File: src/rtl/dataflow_deadlock_monitor.sv
// Run-time deadlock monitor for an N-process dataflow region.
// Waits until the blocked/wait-for pattern is stable, then walks the wait-for graph one hop
// per cycle from a round-robin origin. When the walk returns to the origin, it reports the
// cycle and holds the report until it is acknowledged.
module dataflow_deadlock_monitor #(
    parameter int unsigned N_PROC        = 3,
    parameter int unsigned IDX_W         = (N_PROC > 1) ? $clog2(N_PROC) : 1,
    parameter int unsigned STABLE_CYCLES = 16,
    parameter int unsigned CNT_W         = 8
) (
    input  logic                       clock,
    input  logic                       reset,
    input  logic                       enable,
    input  logic [N_PROC-1:0]          blk_vld,
    input  logic [N_PROC*N_PROC-1:0]   blk_dep,
    output logic                       dl_detect,
    output logic [IDX_W-1:0]           dl_origin,
    output logic [N_PROC-1:0]          dl_members,
    input  logic                       dl_ack,
    output logic                       scan_busy
);

    typedef enum logic [1:0] {S_IDLE, S_WALK, S_REPORT, S_WAIT_CLEAR} state_t;

    localparam logic [CNT_W-1:0] CNT_MAX    = '1;
    localparam logic [CNT_W-1:0] STABLE_TGT = CNT_W'(STABLE_CYCLES);

    state_t                     state_q, state_d;
    logic [N_PROC-1:0]          prev_vld_q, prev_vld_d;
    logic [N_PROC*N_PROC-1:0]   prev_dep_q, prev_dep_d;
    logic [CNT_W-1:0]           stable_cnt_q, stable_cnt_d;
    logic [IDX_W-1:0]           rr_ptr_q, rr_ptr_d;
    logic [IDX_W-1:0]           origin_q, origin_d;
    logic [IDX_W-1:0]           cur_q, cur_d;
    logic [N_PROC-1:0]          visited_q, visited_d;
    logic [N_PROC-1:0]          snap_vld_q, snap_vld_d;
    logic [N_PROC*N_PROC-1:0]   snap_dep_q, snap_dep_d;
    logic [IDX_W-1:0]           dl_origin_q, dl_origin_d;
    logic [N_PROC-1:0]          dl_members_q, dl_members_d;

    logic                       stable;
    logic [CNT_W-1:0]           cnt_inc;
    logic                       live_match;
    logic [IDX_W-1:0]           rr_origin;
    logic                       rr_found;
    logic [N_PROC-1:0]          cur_row;
    logic [IDX_W-1:0]           nxt_idx;
    logic                       nxt_found;
    logic [N_PROC-1:0]          visited_cur;
    logic [IDX_W-1:0]           origin_inc;

    function automatic logic [IDX_W-1:0] wrap_add(input logic [IDX_W-1:0] base, input int unsigned off);
        int unsigned s;
        s = 32'(base) + off;
        if (s >= N_PROC) s = s - N_PROC;
        return IDX_W'(s);
    endfunction

    // Stability qualification, round-robin origin search and wait-for row lookup
    always_comb begin
        stable     = (blk_vld == prev_vld_q) && (blk_dep == prev_dep_q) && (|blk_vld);
        cnt_inc    = (stable_cnt_q == CNT_MAX) ? stable_cnt_q : stable_cnt_q + 1'b1;
        live_match = (blk_vld == snap_vld_q) && (blk_dep == snap_dep_q);
        origin_inc = (origin_q == IDX_W'(N_PROC - 1)) ? '0 : origin_q + 1'b1;

        rr_origin = rr_ptr_q;
        rr_found  = 1'b0;
        for (int unsigned k = 0; k < N_PROC; k++) begin
            if (!rr_found && blk_vld[wrap_add(rr_ptr_q, k)]) begin
                rr_found  = 1'b1;
                rr_origin = wrap_add(rr_ptr_q, k);
            end
        end

        cur_row = '0;
        for (int unsigned i = 0; i < N_PROC; i++) begin
            if (IDX_W'(i) == cur_q) cur_row = snap_dep_q[i*N_PROC +: N_PROC];
        end

        nxt_idx   = '0;
        nxt_found = 1'b0;
        for (int unsigned i = 0; i < N_PROC; i++) begin
            if (!nxt_found && cur_row[i]) begin
                nxt_found = 1'b1;
                nxt_idx   = IDX_W'(i);
            end
        end

        visited_cur = visited_q | (N_PROC'(1) << cur_q);
    end

    // Next-state and datapath update
    always_comb begin
        state_d      = state_q;
        prev_vld_d   = blk_vld;
        prev_dep_d   = blk_dep;
        stable_cnt_d = stable ? cnt_inc : '0;
        rr_ptr_d     = rr_ptr_q;
        origin_d     = origin_q;
        cur_d        = cur_q;
        visited_d    = visited_q;
        snap_vld_d   = snap_vld_q;
        snap_dep_d   = snap_dep_q;
        dl_origin_d  = dl_origin_q;
        dl_members_d = dl_members_q;

        case (state_q)
            S_IDLE: begin
                if (enable && (stable_cnt_d == STABLE_TGT)) begin
                    state_d    = S_WALK;
                    origin_d   = rr_origin;
                    cur_d      = rr_origin;
                    visited_d  = '0;
                    snap_vld_d = blk_vld;
                    snap_dep_d = blk_dep;
                end
            end
            S_WALK: begin
                visited_d = visited_cur;
                if (!enable) begin
                    state_d = S_IDLE;
                end else if (!live_match || !nxt_found || !snap_vld_q[nxt_idx] ||
                             (visited_cur[nxt_idx] && (nxt_idx != origin_q))) begin
                    state_d      = S_IDLE;
                    rr_ptr_d     = origin_inc;
                    stable_cnt_d = '0;
                end else if (nxt_idx == origin_q) begin
                    state_d      = S_REPORT;
                    dl_members_d = visited_cur;
                    dl_origin_d  = origin_q;
                end else begin
                    cur_d = nxt_idx;
                end
            end
            S_REPORT: begin
                if (dl_ack) state_d = S_WAIT_CLEAR;
            end
            S_WAIT_CLEAR: begin
                if (!enable || ((dl_members_q & ~blk_vld) != '0) || (blk_dep != snap_dep_q)) begin
                    state_d      = S_IDLE;
                    stable_cnt_d = '0;
                    dl_members_d = '0;
                    dl_origin_d  = '0;
                end
            end
            default: state_d = S_IDLE;
        endcase
    end

    // State and datapath registers with synchronous reset
    always_ff @(posedge clock) begin
        if (reset) begin
            state_q      <= S_IDLE;
            prev_vld_q   <= '0;
            prev_dep_q   <= '0;
            stable_cnt_q <= '0;
            rr_ptr_q     <= '0;
            origin_q     <= '0;
            cur_q        <= '0;
            visited_q    <= '0;
            snap_vld_q   <= '0;
            snap_dep_q   <= '0;
            dl_origin_q  <= '0;
            dl_members_q <= '0;
        end else begin
            state_q      <= state_d;
            prev_vld_q   <= prev_vld_d;
            prev_dep_q   <= prev_dep_d;
            stable_cnt_q <= stable_cnt_d;
            rr_ptr_q     <= rr_ptr_d;
            origin_q     <= origin_d;
            cur_q        <= cur_d;
            visited_q    <= visited_d;
            snap_vld_q   <= snap_vld_d;
            snap_dep_q   <= snap_dep_d;
            dl_origin_q  <= dl_origin_d;
            dl_members_q <= dl_members_d;
        end
    end

    // Outputs decoded from registered state
    always_comb begin
        dl_detect  = (state_q == S_REPORT);
        scan_busy  = (state_q == S_WALK);
        dl_origin  = dl_origin_q;
        dl_members = dl_members_q;
    end

endmodule

File: config.mk
export PLATFORM = sky130hd
export DESIGN_NAME = dataflow_deadlock_monitor
export DESIGN_NICKNAME = d
export VERILOG_FILES = /design/src/rtl/dataflow_deadlock_monitor.sv
export SDC_FILE = /design/constraint.sdc
export NUM_CORES = 1
export LEC_CHECK = 0
export BUFFER_PORTS_ARGS = -buffer_cell sky130_fd_sc_hd__buf_2
export CAP_MARGIN = 20
export CORE_UTILIZATION = 26
export DETAILED_ROUTE_END_ITERATION = 12
export PLACE_DENSITY = 0.4
export SETUP_SLACK_MARGIN = 0.3
export SLEW_MARGIN = 20
export SYNTH_ARGS = -nofsm -noshare
export SYNTH_HDL_FRONTEND = slang
export SYNTH_SLANG_ARGS = --single-unit
File: constraint.sdc
create_clock -name clock -period 2.1 [get_ports clock]
set_input_delay 0 -clock clock [delete_from_list [all_inputs] [get_ports clock]]
set_output_delay 0 -clock clock [all_outputs]
set_load 0.05 [all_outputs]
==> impl_metrics.csv <==
group,metric,value,unit
outcome,status,"complete, but fails checks",
outcome,violations,"setup timing",
clock_network,clock-sinks,48,
job,maxCapViolCount,0,
floorplan,dieArea,11600,µm²
timing,max_slew_margin,71.60,%
global_route,grt_pass1_wl,13.73,mm
critical_path,r2r_end,"cur_q[0]",
route,wl_per_cell,15.31,µm
route,drtIter0Drc,173,
timing,grt_setup_unrepaired,"true",
global_route,grt_pass1_vias,2606,
synthesis,yosysSeqAreaShare,33.07,%
clock_network,cts_max_path_buffers,2,
global_route,grt_max_degree,27,
critical_path,r2r_slack,-70,ps
timing,postLayoutSetupSlackWorst,-73.91,ps
min_path,whs_path_depth,3,
timing,setup_viol,20,
clock_network,path_clk_slew,90,ps
timing,fmax,460.0,MHz
place,dpl.cell_count,543,
floorplan,die_w,107.7,µm
critical_path,crit_type,"reg2reg",
critical_path,crit_fanout,5,
route,viasPerCell,4.920,
cells_and_area,stdcell_count,562,
route,postRouteAntennaNets,0,
clock_network,cts_root_buf,"clkbuf_8",
synthesis,synth_cell_types,55,
synthesis,avgSynthCellArea,8.570,µm²
min_path,holdPathEnd,"snap_dep_q[8]",
min_path,hp-start,"blk_dep[8]",
route,dr.pass1.iters,6,
cells_and_area,drive_above_1_share,39.10,%
route,routed_wl,8.606,mm
clock_network,tritoncts,"built",
critical_path,ff2ff_path_depth,7,
synthesis,syn_nets,360,
floorplan,core_area,10840,µm²
critical_path,arrival,2390,ps
global_route,track_usage,15.49,%
synthesis,yosysWarnings,0,
place,portBuffers,22,
cells_and_area,layout.nets,442,
critical_path,end_kind,"flop",
route,drc,0,
timing,period_needed,2174,ps
cells_and_area,final_area,4115,µm²
floorplan,start_util,26.80,%
place,dpl-instance-area,3612,µm²
route,vias,2765,
global_route,grt_overflow,0,
place,pre_cts_slack,-242.3,ps
synthesis,synthFlopType,"dfxtp_1",
floorplan,pin_count,23,
power,max-vdd-ir-drop,0.2401,mV
synthesis,synth-edff-count,0,
clock_network,cts_buffers,5,
timing,final-max-slew-violation-count,0,
cells_and_area,syn2layout_area_growth,41.65,%
synthesis,synth_area,2905,µm²
min_path,worstHoldPathType,"in2reg",
timing,worstMarginPinSlew,421.5,ps
power,power_density,413.7,nW/µm²
place,dpl.hpwl,6.254,mm
timing,fin_skew,2.737,ps
synthesis,synthCells,339,
place,gp_congestion,0.7865,
timing,hold_violations,0,
synthesis,ys_seq_elements,48,
critical_path,critPathLaunchType,"flop",
critical_path,cp_data_required_time,2310,ps
cells_and_area,fill_cells,1122,
floorplan,rows,38,
synthesis,async_flop_share,0,%
timing,finalCritPeriodShare,103.5,%
cells_and_area,n_antenna_cell,0,
critical_path,r2r_start,"prev_vld_q[1]",
floorplan,die_h,107.7,µm
power,p_leak,1.598,nW
global_route,grt_antenna_before_repair,0,
clock_network,h-tree-depth,2,
clock_network,worstSkewPairLatency,310,ps
-- cell families after synthesis --
family                   synth area share (%)
AND/OR/NAND/NOR                         24.33
flip-flops                              33.07
buffers and inverters                   4.910
multiplexers                            8.398
AO/OA/AOI/OAI                           19.60
XOR/XNOR                                7.537
adder cells (fa/ha/maj)                 2.153
-- layout by cell type (no fill, tap or decap), types with 12 or more instances in the layout --
master,Yosys,routed
buf_4,0,53
mux2i_1,23,21
dfxtp_1,48,34
nand4_1,12,12
xnor2_1,22,15
nand2_1,22,21
dfxtp_2,0,12
buf_2,6,21
nor2_1,27,26
nor2b_1,17,17
inv_1,13,12
-- Yosys cell counts (7+ instances only) --
library cell / count / area share [%]
xnor2_1: 22 / 6.6
nand2_1: 22 / 2.8
nand3_1: 12 / 2.1
nand4_1: 12 / 2.6
a21oi_1: 20 / 3.4
clkbuf_1: 7 / 0.90
inv_1: 13 / 1.7
o21ai_0: 8 / 1.4
nor2_1: 27 / 3.5
nor3_1: 9 / 1.6
dfxtp_1: 48 / 33
nor2b_1: 17 / 3.7
nand2b_1: 11 / 2.4
mux2i_1: 23 / 7.9
-- sequential cells by signal (all words and copies together) (netlist names), named ones only --
name,count
cur_q,2
dl_members,3
dl_origin,2
origin_q,2
prev_dep_q,9
prev_vld_q,3
rr_ptr_q,2
snap_dep_q,9
snap_vld_q,3
stable_cnt_q,8
state_q,1
visited_q,3
-- critical path, cell delays in order, from the launching register on --
cell	delay, ps
dfxtp_2	340
xnor2_2	150
nand3_2	130
a2111o_1	460
nor4_4	360
nand3_4	180
and2_4	220
o311ai_2	230
-- area by class of cell --
class	count	area, µm²	share of cell area [%]
multi-input combinational	261	2088	50.74
sequential	48	983.4	23.90
timing repair buffer	92	721.9	17.54
tap	140	175.2	4.257
clock buffer	6	82.58	2.007
inverter	13	48.80	1.186
clock inverter	2	15.01	0.3649
-- repair_timing --
item | in CTS | in global routing
pin swaps | 18 | 26
gates resized for setup | 44 | 32
gates cloned | 1 | 1
hold buffers | 5 | 0
setup endpoints to repair | 37 | 36
hold endpoints to repair | 8 | 0
buffers inserted | 3 | 1
-- power breakdown --
group	total [W]	leakage [nW]	switching (W)	internal, W
registers	0.000927	0.396	0.00000730	0.000920
logic	0.000169	1.16	0.0000875	0.0000814
clock network	0.000606	0.0434	0.000339	0.000267
total	0.00170	1.60	0.000434	0.00127
-- worst max-delay path by stage --
stage / startpoint / end / slack (ps)
after floorplan: stable_cnt_q[1] / cur_q[1] / -8
after global placement: cur_q[1] / cur_q[1] / -260
after detailed placement: cur_q[1] / cur_q[1] / -240
after CTS: prev_dep_q[8] / cur_q[0] / -50
after global routing: snap_dep_q[5] / cur_q[1] / -170
final: prev_vld_q[1] / cur_q[0] / -70
-- metrics by stage --
step	hold slack, ps	setup TNS (ps)	total power [W]	utilization [%]
2_1_floorplan	128.2	-68.71	0.001025	-
3_3_place_gp	286.0	-4090	0.001093	33.32
3_5_place_dp	291.6	-4860	0.001092	33.32
4_1_cts	1.241	-480.4	0.001735	36.52
5_1_grt	19.24	-3537	0.001792	37.96
6_report	9.274	-537.9	0.001702	37.96
-- layer usage --
metal,up-vias,track usage (%),share of wire (%)
li1,1393,-,-
met2,38,25.05,47
met3,13,2.179,2.6
met5,-,0,0
met4,0,6.067,2.2
met1,1321,20.66,48
(Power assumes the default switching activity.)
